File: config.mk
export PLATFORM = sky130hd
export DESIGN_NAME = serie_paralelo
export DESIGN_NICKNAME = d
export VERILOG_FILES = /design/src/rtl/phy_pkg.sv /design/src/rtl/serie_paralelo.sv
export SDC_FILE = /design/constraint.sdc
export NUM_CORES = 1
export LEC_CHECK = 0
export CORE_AREA = 4 4 49 51
export DETAILED_ROUTE_END_ITERATION = 6
export DIE_AREA = 0 0 53 55
export PLACE_DENSITY_LB_ADDON = 0.2
export SYNTH_ARGS = -nofsm -noshare
export SYNTH_HDL_FRONTEND = slang
export SYNTH_SLANG_ARGS = --single-unit
File: constraint.sdc
create_clock -name clk_8f -period 3.56 [get_ports clk_8f]
set_clock_uncertainty 0.15 [all_clocks]
set_input_delay 0.712 -clock clk_8f [delete_from_list [all_inputs] [get_ports clk_8f]]
set_output_delay 0.712 -clock clk_8f [all_outputs]
set_load 0.01 [all_outputs]
File: src/rtl/phy_pkg.sv
`default_nettype none
// ============================================================================
// Module   : phy_pkg
// Purpose  : Shared PHY link constants: COM symbol, FSM state encodings and
//            default alignment count. Used by both transmitter and receiver.
// Revision : 1.0 - initial release
// ============================================================================
package phy_pkg;

    localparam logic [7:0] COM_SYMBOL       = 8'hBC;
    localparam int         BC_COUNT_DEFAULT = 4;

    localparam logic [1:0] ST_HUNT   = 2'd0;
    localparam logic [1:0] ST_ALIGN  = 2'd1;
    localparam logic [1:0] ST_ACTIVE = 2'd2;

endpackage
`default_nettype wire

File: src/rtl/serie_paralelo.sv
`default_nettype none
// ============================================================================
// Module   : serie_paralelo
// Purpose  : Serial-to-parallel PHY receiver; aligns on COM (0xBC) and
//            delivers non-COM bytes. Optional macro: SP_LOCK_LOSS_EN.
// Revision : 1.0 - initial release
// ============================================================================
module serie_paralelo
    import phy_pkg::*;
#(
    parameter int BC_COUNT = BC_COUNT_DEFAULT
) (
    input  logic       clk_8f,
    input  logic       reset,
    input  logic       data_in,
    output logic [7:0] data_out,
    output logic       valid_out,
    output logic       active
);

    localparam logic [3:0] c_bc_target = 4'(BC_COUNT);

    // Only the newest seven bits are needed; the window appends the live bit.
    logic [6:0] r_sr;
    logic [2:0] r_bit_cnt;
    logic [1:0] r_state;
    logic [3:0] r_bc_cnt;

    logic [7:0] w_window;
    logic       w_is_com;
    logic       w_boundary;

    assign w_window   = {r_sr, data_in};
    assign w_is_com   = (w_window == COM_SYMBOL);
    assign w_boundary = (r_bit_cnt == 3'd7);

`ifdef SP_LOCK_LOSS_EN
    logic [2:0] r_offset;
    logic       r_pending;
    logic       w_same_offset;

    assign w_same_offset = r_pending && (r_offset == r_bit_cnt);
`endif

    always_ff @(posedge clk_8f) begin
        if (reset) begin
            r_sr      <= 7'h00;
            r_bit_cnt <= 3'd0;
            r_state   <= ST_HUNT;
            r_bc_cnt  <= 4'd0;
            data_out  <= 8'h00;
            valid_out <= 1'b0;
            active    <= 1'b0;
`ifdef SP_LOCK_LOSS_EN
            r_offset  <= 3'd0;
            r_pending <= 1'b0;
`endif
        end else begin
            r_sr      <= w_window[6:0];
            r_bit_cnt <= r_bit_cnt + 3'd1;
            case (r_state)
                ST_HUNT: begin
                    if (w_is_com) begin
                        r_bit_cnt <= 3'd0;
                        r_bc_cnt  <= 4'd1;
                        if (c_bc_target <= 4'd1) begin
                            r_state <= ST_ACTIVE;
                            active  <= 1'b1;
                        end else begin
                            r_state <= ST_ALIGN;
                        end
                    end
                end
                ST_ALIGN: begin
                    if (w_boundary) begin
                        if (w_is_com) begin
                            r_bc_cnt <= r_bc_cnt + 4'd1;
                            if ((r_bc_cnt + 4'd1) >= c_bc_target) begin
                                r_state <= ST_ACTIVE;
                                active  <= 1'b1;
                            end
                        end else begin
                            r_state  <= ST_HUNT;
                            r_bc_cnt <= 4'd0;
                        end
                    end
                end
                ST_ACTIVE: begin
                    if (w_boundary) begin
                        if (!w_is_com) begin
                            data_out  <= w_window;
                            valid_out <= 1'b1;
                        end else begin
                            valid_out <= 1'b0;
                        end
                    end
`ifdef SP_LOCK_LOSS_EN
                    // A COM repeating at the same off-boundary phase means the
                    // transmitter has slipped: realign to that phase.
                    else if (w_is_com) begin
                        if (w_same_offset) begin
                            r_state   <= ST_ALIGN;
                            r_bc_cnt  <= 4'd1;
                            r_bit_cnt <= 3'd0;
                            active    <= 1'b0;
                            valid_out <= 1'b0;
                            r_pending <= 1'b0;
                        end else begin
                            r_pending <= 1'b1;
                            r_offset  <= r_bit_cnt;
                        end
                    end else if (w_same_offset) begin
                        r_pending <= 1'b0;
                    end
`endif
                end
                default: begin
                    r_state <= ST_HUNT;
                end
            endcase
        end
    end

endmodule
`default_nettype wire

## After elaboration in Yosys (flattened, before gate mapping)

Cells that the tools add are included.

| cells by class | value |
|---|---|
| reduce and logical (&&, ||, !) cells | 7 |
| $lt $le $gt $ge | 1 |
| multipliers | 0 |
| mux-type cells | 12 |
| divide/modulo/power cells | 0 |
| equality and inequality tests | 7 |
| shift operators | 0 |
| bitwise gates (word level) | 2 |
| $add $sub $neg | 2 |

Operators by type and width:

| operator | count |
|---|---|
| $mux 4 | 3 |
| $eq 8x8->1 const B | 1 |
| $mux 2 | 4 |
| $pmux 4 s2 | 1 |
| $reduce_and 4->1 | 2 |
| $mux 3 | 2 |
| $pmux 2 s3 | 1 |
| $reduce_and 3->1 | 2 |
| $add 4x1->4 const B | 1 |
| $ge 4x3->1 const B | 1 |
| $ne 2x2->1 const B | 2 |
| $add 3x1->3 const B | 1 |
| $eq 3x3->1 const B | 1 |
| $ne 3x3->1 const B | 1 |
| $eq 2x1->1 const B | 1 |
| $eq 2x2->1 const B | 1 |
| $logic_not 2->1 | 1 |
| $not 1->1 | 2 |
| $reduce_and 2->1 | 1 |
| $reduce_bool 2->1 | 1 |
| $mux 1 | 1 |

| storage, ports and cells | value |
|---|---|
| RAM bits | 0 |
| logic and storage cells | 38 |
| memory bits (read-only) | 0 |
| output and inout port bits | 10 |
| bits in registers | 26 |
| latch bits | 0 |
| input port bits | 3 |
| memories | 0 |

## Logic depth before layout (Yosys ltp)

| depth | value |
|---|---|
| depth in word-level cells | 6 |
| gate-level depth with buffers | 7 |
| depth with buffers taken out | 6 |

## Worst setup path after synthesis

No wires, ideal clock.

| timing | value |
|---|---|
| path kind | input to register |
| start | input data_in |
| end | register data_out[0] |
| stages on the path | 5 |
| path slack | 1492 ps |
| buffers on the path | 1 |
| library setup time | 128 ps |
| data arrival time | 1790 ps |
| data required time | 3282 ps |
| path through | or4b_4 > o21bai_2 > buf_6 > mux2i_1 > nor2_1 |

| on the way | value |
|---|---|
| cells in the longest elaborated chain, start to end | 3 |

Ends and longest elaborated chain:

| element | RTL line | text |
|---|---|---|
| start: declaration | serie_paralelo.sv:15 | `input logic data_in,` |
| $eq 8x8->1 | serie_paralelo.sv:34 | `assign w_is_com = (w_window == COM_SYMBOL);` |
| $not 1->1 (no line) | - |  |
| $reduce_and 3->1 (no line) | - |  |
| end signal: assignment | serie_paralelo.sv:91 | `data_out <= w_window;` |
| end: declaration | serie_paralelo.sv:16 | `output logic [7:0] data_out,` |

Parallel ways exist; a longest one is shown, timed or not.
A chain may end at the register's enable or synchronous reset.

## Final worst setup path

| timing | value |
|---|---|
| start | input data_in |
| end | register data_out[7] |

| on the way | value |
|---|---|
| cells in the longest elaborated chain, start to end | 3 |

Ends and longest elaborated chain:

| element | RTL line |
|---|---|
| $eq 8x8->1 | serie_paralelo.sv:34 |
| $not 1->1 (no line) | - |
| $reduce_and 3->1 (no line) | - |

No other way between the ends.

==> flow_metrics.env <==
export IMPL_routed_wl_mm=1.783
export IMPL_synth_compound_area_share_pct=13.89
export IMPL_drive_gt1_share_pct=8.403
export IMPL_path_class="primary input to flip-flop"
export IMPL_sw_frac_of_total_pct=20.24
export IMPL_fp_dieH_um=55
export IMPL_timing_fmax_mhz=405.1
export IMPL_cts_setup_buffers=0
export IMPL_p_comb_share_pct=3.5
export IMPL_grt_antenna_before_repair=0
export IMPL_grt_use_met3_pct=3.753
export IMPL_num_vias=761
export IMPL_hp_start="r_bit_cnt[0]"
export IMPL_hold_class="flip-flop to flip-flop"
export IMPL_grt_busiest_layer="met2"
export IMPL_crit_path_max_incr_delay_ps=580
export IMPL_port_buffers=12
export IMPL_grt_pass1_wl_mm=3.153
export IMPL_period_share_pct=69.34
export IMPL_clockRootBuffer="clkbuf_4"
export IMPL_ys_seq_elements=26
export IMPL_finalInstanceArea_um2=1220
export IMPL_grtUsageMet2_pct=23.55
export IMPL_use_met1_pct=19.28
export IMPL_worstMarginPinSlew_ps=589.2
export IMPL_critPathCaptureType="flip-flop"
export IMPL_hold_path_end="r_bit_cnt[0]"
export IMPL_holdWs_ps=284.0
export IMPL_dp_hpwl_mm=1.307
export IMPL_antenna_cells=0
export IMPL_post_place_cells=142
export IMPL_cp_cell_sequence="clkdlybuf4s50_1 -> or4b_4 -> o21bai_2 -> mux2i_1 -> nor2_1"
export IMPL_synth_top_family_by_area="simple AND/OR/NAND/NOR gates"
export IMPL_core_region_area_um2=1942
export IMPL_rows=16
export IMPL_muxShareOfSynthArea_pct=6.707
export IMPL_postPlaceCellArea_um2=1184
export IMPL_finalMaxSlewViolations=0
export IMPL_cts_buffer_depth=2
export IMPL_whs_path_depth=1
export IMPL_finalPower_uw=458.0
export IMPL_syn_area_um2=1045
export IMPL_areaGrowthSynthToFinish_pct=16.77
export IMPL_drv_cap=0
export IMPL_fin_crit_ps=2469
export IMPL_grt_usage_pct=15.23
export IMPL_synth_fa_ha_area_share_pct=3.593
export IMPL_layout_commonest_cell="dfxtp_1"
export IMPL_path_clk_slew_ps=130
export IMPL_dr_pass1_iters=4
export IMPL_synth_top_cell_by_area="dfxtp_1"
export IMPL_run_status="complete, no violations"
export IMPL_gp_congestion=0.8139
export IMPL_finalSetupViolCount=0
export IMPL_syn_nets=112
export IMPL_ys_seq_area_share_pct=49.82
export IMPL_worstRegToRegCells=4
export IMPL_rsz0062_at_grt="false"
export IMPL_wl_per_cell_um=12.21
export IMPL_worstPathArrival_ps=2520
export IMPL_cts_resized=0
export IMPL_overflow=0
export IMPL_p_int_uw=365.3
export IMPL_r2r_start="r_sr[5]"
export IMPL_grt_pass1_vias=719
export IMPL_ir_worst_vdd_v=0.0003267
export IMPL_stdcell_count=146
export IMPL_grt_max_degree=17
export IMPL_leakage_nw=0.4774
export IMPL_yosysTopAreaCellShare_pct=49.82
export IMPL_initial_core_util_pct=53.80
export IMPL_cp_start_kind="primary input"
export IMPL_io_pins=13
export IMPL_ctsHoldBuffers=0
export IMPL_rrSetupSlack_ps=1570
export IMPL_cts_buffers=3
export IMPL_netlist_instances=106
export IMPL_cp_required_ps=3610
export IMPL_synth_xor_area_share_pct=0
export IMPL_num_fill_cells=174
export IMPL_ys_warn_count=0
export IMPL_clkPwrFrac_pct=31.5
export IMPL_ys_top_cells_by_area="dfxtp_1 50%, mux2i_1 6.7%, nor2_1 5.0%"
export IMPL_r2r_end="data_out[7]"
export IMPL_final_cell_mix="26 x dfxtp_1, 14 x nor2_1, 12 x clkdlybuf4s50_1"
export IMPL_die_w_um=53
export IMPL_synth_area_per_cell_um2=9.856
export IMPL_drtIter0Drc=12
export IMPL_cts_tree="yes"
export IMPL_path_max_fanout=9
export IMPL_setup_tns_ps=0
export IMPL_hold_violations=0
export IMPL_h_tree_depth=1
export IMPL_ant_nets=0
export IMPL_p_sw_uw=92.70
export IMPL_ys_types=31
export IMPL_clock_sinks=26
export IMPL_finalNetCount=126
export IMPL_max_slew_margin_pct=60.60
export IMPL_dieArea_um2=2915
export IMPL_drc=0
export IMPL_viasPerCell=5.212
export IMPL_synth_simple_gate_area_share_pct=21.32
export IMPL_power_per_cell_area_nw_per_um2=375.4
export IMPL_p_seq_share_pct=65.0
export IMPL_crit_slowest_cell="or4b_4"
export IMPL_clock_latency_ps=320
[how the worst max path moves through the flow]
stage / start / endpoint / slack [ps] / cells past startpoint
after floorplan: data_in / data_out[0] / 1490 / 5
after global placement: data_in / data_out[1] / 790 / 5
after detailed placement: data_in / data_out[5] / 750 / 5
after CTS: data_in / data_out[7] / 1110 / 5
after global routing: data_in / data_out[5] / 990 / 5
final: data_in / data_out[7] / 1090 / 5
[layer usage]
| metal | vias to the layer above | share of wire [%] |
|---|---|---|
| met3 | 5 | 4.1 |
| li1 | 397 | - |
| met1 | 342 | 49 |
| met5 | - | 0 |
| met4 | 0 | 2.5 |
| met2 | 17 | 44 |
[synthesized netlist by cell type (all sizes together)]
library cell and instances:
nand2 6, nor4 1, nand4 1, mux2i 7
o21bai 1, o41ai 1, ha 3, o21ai 1
nor2 14, o22ai 2, and2 2, o31ai 1
inv 7, nand3 2, a21oi 5, o32ai 1
or4b 1, dfxtp 26, buf 1, a32o 2
o221ai 1, a211oi 3, a21o 2, clkbuf 3
nand3b 1, nor3 2, nor2b 7, nor4b 1
nand2b 1
[cell type report]
| class | instances | area, µm² | share of cell area, % |
|---|---|---|---|
| tap | 27 | 33.78 | 2.769 |
| inverter | 7 | 26.28 | 2.154 |
| multi-input combinational | 69 | 475.5 | 38.97 |
| clock buffer | 4 | 36.28 | 2.974 |
| sequential | 26 | 520.5 | 42.67 |
| timing repair buffer | 13 | 127.6 | 10.46 |
[flip-flops by register name, indices dropped and copies added, names as in the netlist]
name	count
r_state	2
r_sr	7
data_out	8
r_bit_cnt	3
valid_out	1
r_bc_cnt	4
active	1
[power by group through the flow]
| stage | clock (mW) | sequential [mW] | combinational [mW] |
|---|---|---|---|
| CTS | 0.152 | 0.298 | 0.0163 |
| detailed placement | 0 | 0.304 | 0.0162 |
| floorplan | 0 | 0.304 | 0.0102 |
| finish | 0.144 | 0.298 | 0.0160 |
| global placement | 0 | 0.304 | 0.0153 |
| global route | 0.164 | 0.298 | 0.0190 |
[logic make-up after synthesis]
kind of cell,after synthesis
compound gates,20
mux,7
buf+inv,11
simple gates,39
fa+ha+maj,3
flops,26
[critical path, delay by kind of cell]
kind                   cells  cell delay, ps
and+or+nand+nor            2             630
AOI/OAI and AO/OA          1             490
buffers and inverters      1             440
muxes                      1             240
[through the flow]
stage	util (%)	worst slack, ps
final	62.82	1091
after global routing	62.82	991.5
after detailed placement	60.95	749.7
after floorplan	-	1492
after global placement	60.95	792.7
after CTS	62.82	1112
Power figures use the tool's default switching activity.
